==> config.mk <==
export PLATFORM = sky130hd
export DESIGN_NAME = mem_port_arbiter
export DESIGN_NICKNAME = d
export VERILOG_FILES = /design/src/rtl/mem_port_arbiter.sv
export SDC_FILE = /design/constraint.sdc
export NUM_CORES = 1
export LEC_CHECK = 0
export BUFFER_PORTS_ARGS = -buffer_cell sky130_fd_sc_hd__buf_4
export CORE_AREA = 5 5 104 106
export DETAILED_ROUTE_END_ITERATION = 10
export DIE_AREA = 0 0 109 111
export PLACE_DENSITY = 0.48
export SETUP_SLACK_MARGIN = 0.4
export SLEW_MARGIN = 20
export SYNTH_ARGS = -nofsm -noshare
export SYNTH_HDL_FRONTEND = slang
export SYNTH_SLANG_ARGS = --single-unit
==> constraint.sdc <==
create_clock -name clk -period 4.1 [get_ports clk]
set_clock_uncertainty 0.05 [all_clocks]
set_input_delay 0.615 -clock clk [delete_from_list [all_inputs] [get_ports clk]]
set_output_delay 0.615 -clock clk [all_outputs]
set_load 0.01 [all_outputs]
==> src/rtl/mem_port_arbiter.sv <==
`default_nettype none
// ============================================================================
// mem_port_arbiter : N-channel single-port memory arbiter, fixed-latency read
//                    return steered back to the requesting channel.
// Rev 1.0
// ============================================================================
module mem_port_arbiter #(
   parameter int NCH  = 2,
   parameter int AW   = 32,
   parameter int DW   = 32,
   parameter int LAT  = 1,
   parameter int PRIO = 0
) (
   input  logic              clk,
   input  logic              rst,
   input  logic [NCH-1:0]    req,
   input  logic [NCH*AW-1:0] addr,
   input  logic [NCH-1:0]    we,
   input  logic [NCH*3-1:0]  func,
   input  logic [NCH*DW-1:0] wdata,
   output logic [NCH-1:0]    gnt,
   output logic [NCH-1:0]    rvalid,
   output logic [DW-1:0]     rdata,
   output logic              mem_en,
   output logic              mem_we,
   output logic [AW-1:0]     mem_addr,
   output logic [2:0]        mem_func,
   output logic [DW-1:0]     mem_wdata,
   input  logic [DW-1:0]     mem_rdata
);

   localparam int             c_idw  = (NCH > 1) ? $clog2(NCH) : 1;
   localparam logic [c_idw-1:0] c_last = c_idw'(NCH - 1);

   logic [c_idw-1:0] r_ptr;
   logic             r_pv  [LAT];
   logic [c_idw-1:0] r_pid [LAT];

   logic             w_any;
   logic [c_idw-1:0] w_gid;
   logic [NCH-1:0]   w_gnt;
   logic             w_ret;
   logic [NCH-1:0]   w_rvalid;

   // Scan channels starting at the round-robin pointer (or at 0 for fixed priority).
   always_comb begin
      int v_idx;
      v_idx = 0;
      w_any = 1'b0;
      w_gid = '0;
      w_gnt = '0;
      for (int k = 0; k < NCH; k++) begin
         v_idx = (PRIO == 0) ? int'(r_ptr) + k : k;
         if (v_idx >= NCH) v_idx = v_idx - NCH;
         if (!w_any && rst && req[v_idx]) begin
            w_any = 1'b1;
            w_gid = v_idx[c_idw-1:0];
         end
      end
      if (w_any) w_gnt[w_gid] = 1'b1;
   end

   assign gnt       = w_gnt;
   assign mem_en    = w_any;
   assign mem_we    = w_any & we[w_gid];
   assign mem_addr  = addr[w_gid*AW +: AW];
   assign mem_func  = func[w_gid*3 +: 3];
   assign mem_wdata = wdata[w_gid*DW +: DW];

   always_ff @(posedge clk) begin
      if (!rst) begin
         r_ptr <= '0;
         for (int s = 0; s < LAT; s++) begin
            r_pv[s]  <= 1'b0;
            r_pid[s] <= '0;
         end
      end else begin
         if (w_any) r_ptr <= (w_gid == c_last) ? '0 : w_gid + 1'b1;
         r_pv[0]  <= w_any & ~we[w_gid];
         r_pid[0] <= w_gid;
         for (int s = 1; s < LAT; s++) begin
            r_pv[s]  <= r_pv[s-1];
            r_pid[s] <= r_pid[s-1];
         end
      end
   end

   // Return is gated by rst so nothing leaks out during the reset cycle itself.
   assign w_ret = rst & r_pv[LAT-1];

   always_comb begin
      w_rvalid = '0;
      if (w_ret) w_rvalid[r_pid[LAT-1]] = 1'b1;
   end

   assign rvalid = w_rvalid;
   assign rdata  = w_ret ? mem_rdata : '0;

endmodule
`default_nettype wire

==> results.md <==
Finish:
- The net count of the finished layout is 576.
- The number of fill cells is 1017.
- The area overhead of the layout relative to synthesis is 170%.
- The total area of sequential cells is ~60 um2.
- After the flow finishes, the layout carries non-filler instances totaling 536.
- Of the cells placed in the final design, the portion with a size suffix greater than 1 is roughly 87%.
- The diode insertion count for antenna repair is 0.
- The multi-input gate area in the final layout is approximately 1100 um2.
- The utilization after layout is 36.1%.

Floorplan:
- The floorplan step defined a die boundary enclosing ~12000 um2.
- The number of top-level design ports is around 280.
- The die is 111 um tall.
- The floorplan step defined a core boundary enclosing a little under 10000 um2.
- The cell row count is 36.
- The die width is 109 um.
- The starting utilization of the core area is between 10% and 20%.

STA:
- The total count of max-transition violations in the final report is 0.
- For the final routed database, the setup TNS stands at 0 ps.
- Counting I/O delays and the setup requirement, the final critical path takes approximately 3000 ps.
- The part of the cycle the worst path needs is roughly three quarters.
- Setup violations remaining at the end of the flow were counted as 0.
- Setup repair after global routing left no endpoint under its margin.
- The worst slew margin relative to its limit is 46.3%.
- For this run, the top clock speed supported by timing is ~330 MHz.
- Setup slack closes at between 1000 and 1500 ps.
- The transition at the pin with the smallest max-transition slack is ~810 ps.
- The final hold violation count is 0.

Synthesis:
- The proportion of synthesized flip-flops having asynchronous set or reset is 0%.
- After Yosys synthesis, XOR and XNOR cells account for 0% of the synthesized area.
- In this run, synthesis produced a sequential element count of 3.
- The count of unique library cells instantiated by Yosys is 17.
- The instance count of the mapped netlist is 137.
- The sequential area share after synthesis is roughly 4.6%.
- Sorting the synthesized cells by how often they occur yields 48 x mux2_2, 34 x and3_1, 19 x mux2_4.
- The synthesized netlist devotes 0% of its cell area to adder and majority cells.
- Ranked by total cell area, the synthesized netlist is headed by mux2_2 42%, mux2_4 22%, and3_1 16%.
- When the netlist entered floorplanning its net count stood at approximately 310.
- The top cell type by area accounts for 41.7% of the synthesized area.
- The synthesized netlist devotes ~1.5% of its cell area to compound gates.
- After synthesis the cells add up to 1300 um2.
- The most used flip-flop cell after synthesis is dfxtp_1.
- The cell taking the most area after synthesis is mux2_2.
- In the synthesized netlist, mux cells make up roughly 64% of the area.
- Summing the areas of all and, or, nand and nor instances in the mapped netlist gives between 20 and 25% of the synthesized area.
- The cell with the most instances after synthesis is mux2_2.
- A synthesized cell averages about 9.5 um2.
- The count of warnings emitted by yosys is 0.
- The number of flops mapped to enable cells by yosys is 0.
- By area, the combinational part of the netlist is dominated by multiplexers.

Drt:
- Once detail routing completed, the nets flagged for antenna violations numbered 0.
- The overall routed net length is approximately 8900 um.
- The detailed router put a total of between 2000 and 3000 um of wire on met1.
- The first detailed-routing pass ran for 3 iterations.
- The met3 wire length is 1190 um.
- The length of routed met2 wiring is 4850 um.
- After detailed routing, the average wire length per cell comes to ~17 um.
- After detailed routing, the number of vias per cell comes to about 4.0.
- The via count is roughly 2100.
- The top layer reached by signal wires is met4.
- After detailed routing, the number of remaining DRC violations is 0.
- The number of design-rule violations left by the first detailed-router iteration is 62.

Clock network:
- The number of clock buffers inserted by TritonCTS is 3.
- TritonCTS built the clock tree.
- CTS saw 3 sinks.
- After clock tree synthesis, the flow added hold-fix buffers numbering 0.
- The insertion delay of the later-clocked pin in the worst-skew pair is around 210 ps.
- CTS placed an instance of clkbuf_8 at the clock tree root.
- The maximum number of buffers from clock root to sink is 2.
- Post-CTS timing repair inserted 0 buffers for setup.
- Once the clock tree was built, the resizer swapped 0 gates to a different size.
- The clock-pin slew reported for the worst setup and hold paths after clock tree synthesis is approximately 30 ps.
- The H-tree depth is 1.

Setup path:
- The kind of cell with the highest combined delay along the critical path is simple AND/OR/NAND/NOR gates.
- For this design, the slowest cell found on the critical path is and3_4.
- The type of destination of the critical path is a primary output.
- The critical path launch point type is an input port.
- The category of the critical setup timing path is in -> out.
- Together, buffers and inverters on the worst path number 3.
- Walking the worst path, the cells encountered are buf_4, and3_4, buf_12, mux2_4, buf_4.
- STA puts the critical path data arrival time at 2340 ps.
- Of all nets on the critical path, the largest fanout is 53.
- The longest individual stage delay on the worst path is slightly above 700 ps.
- Data on the critical path is required at its endpoint by 3430 ps.
- In this design, the critical path's most frequently occurring cell is buf_4.

Power:
- VDD sags by at most 62.8 uV.
- The leakage power of the design is about 2 nW.
- The power density of the placed cells is between 100 and 150 nW/um2.

Hold path:
- The worst min-delay path class is reg -> reg.

Status:
- The run finished with clean final reports.

Global routing:
- The number of antenna violations at the first check in global routing is 0.
- The via count of the first global-routing pass came to approximately 2300.
- The first global-routing pass estimated approximately 12000 um of wire.
- The aggregate global routing overflow is 0.
- The pin count of the biggest net entering global routing is 54.
- The overall fraction of global-route tracks in use is 12.9%.

Place:
- After detailed placement, the design holds a cell count of 532.
- At the placement stage, the worst setup path has a slack of roughly 1000 ps.
- The count of buffers added on input and output ports is between 200 and 300.
- The half-perimeter wire length after detailed placement is 7890 um.
- The congestion estimate from routability-driven global placement came to 0.840.

Flow run:
- Max-cap violations in this run came to 0.
-- state kept, by name, indices dropped and copies added (netlist names) --
register / count
r_pid: 1
r_ptr: 1
r_pv: 1
-- stage by stage --
stage,instance area [um2],total power [mW],hold slack [ps]
3_5_place_dp,3460,0.402,428
4_1_cts,3500,0.490,434
6_report,3500,0.482,431
5_1_grt,3500,0.513,458
3_3_place_gp,3460,0.401,435
2_1_floorplan,1300,0.173,413
-- cell families (layout without fill, tap and decap cells) --
group,after synthesis,after routing
mux,67,67
compound gates,3,3
buf+inv,16,282
simple gates,48,48
flops,3,3
-- path summary, 6_finish.rpt --
| kind | start | endpoint | slack [ps] | cells past startpoint |
|---|---|---|---|---|
| min reg2reg | r_ptr | r_ptr | 430 | 2 |
| max reg2reg | r_ptr | r_pid[0] | 2730 | 2 |
| max | rst | mem_wdata[17] | 1100 | 5 |
| min | r_ptr | r_ptr | 430 | 2 |
-- power breakdown --
| group | leakage (nW) | switching, mW | internal [mW] |
|---|---|---|---|
| clock | 0.0228 | 0.0188 | 0.0663 |
| combinational | 1.91 | 0.122 | 0.239 |
| sequential | 0.0248 | 0.00509 | 0.0313 |
| total | 1.96 | 0.146 | 0.336 |
-- layout by cell type (no fill, tap or decap), drive strengths merged --
cell type / instances
dfxtp: 3
a21oi: 1
buf: 277
mux2: 67
nor2: 4
nand2b: 3
o32ai: 1
o22ai: 1
nand2: 6
inv: 1
clkbuf: 4
and3: 35
-- layout make-up --
cell class | instances | share of cell area [%]
Multi-Input combinational cell | 118 | 32.4
Inverter | 1 | 0.107
Tap cell | 133 | 4.75
Sequential cell | 3 | 1.72
Clock buffer | 4 | 1.29
Timing Repair Buffer | 277 | 59.8
-- per-layer routing --
layer  vias to the layer above  track usage (%)
met4                         0             3.54
met3                         6             4.48
met2                       155             26.2
li1                       1037                -
met5                         -                0
met1                       950             11.5
-- worst min-delay path, delay by kind of cell, from the launching register on --
family | cells | cell delay [ps]
flip-flops | 1 | 310
AO/OA/AOI/OAI | 1 | 60
AND/OR/NAND/NOR | 1 | 70
(Power assumes the default switching activity.)
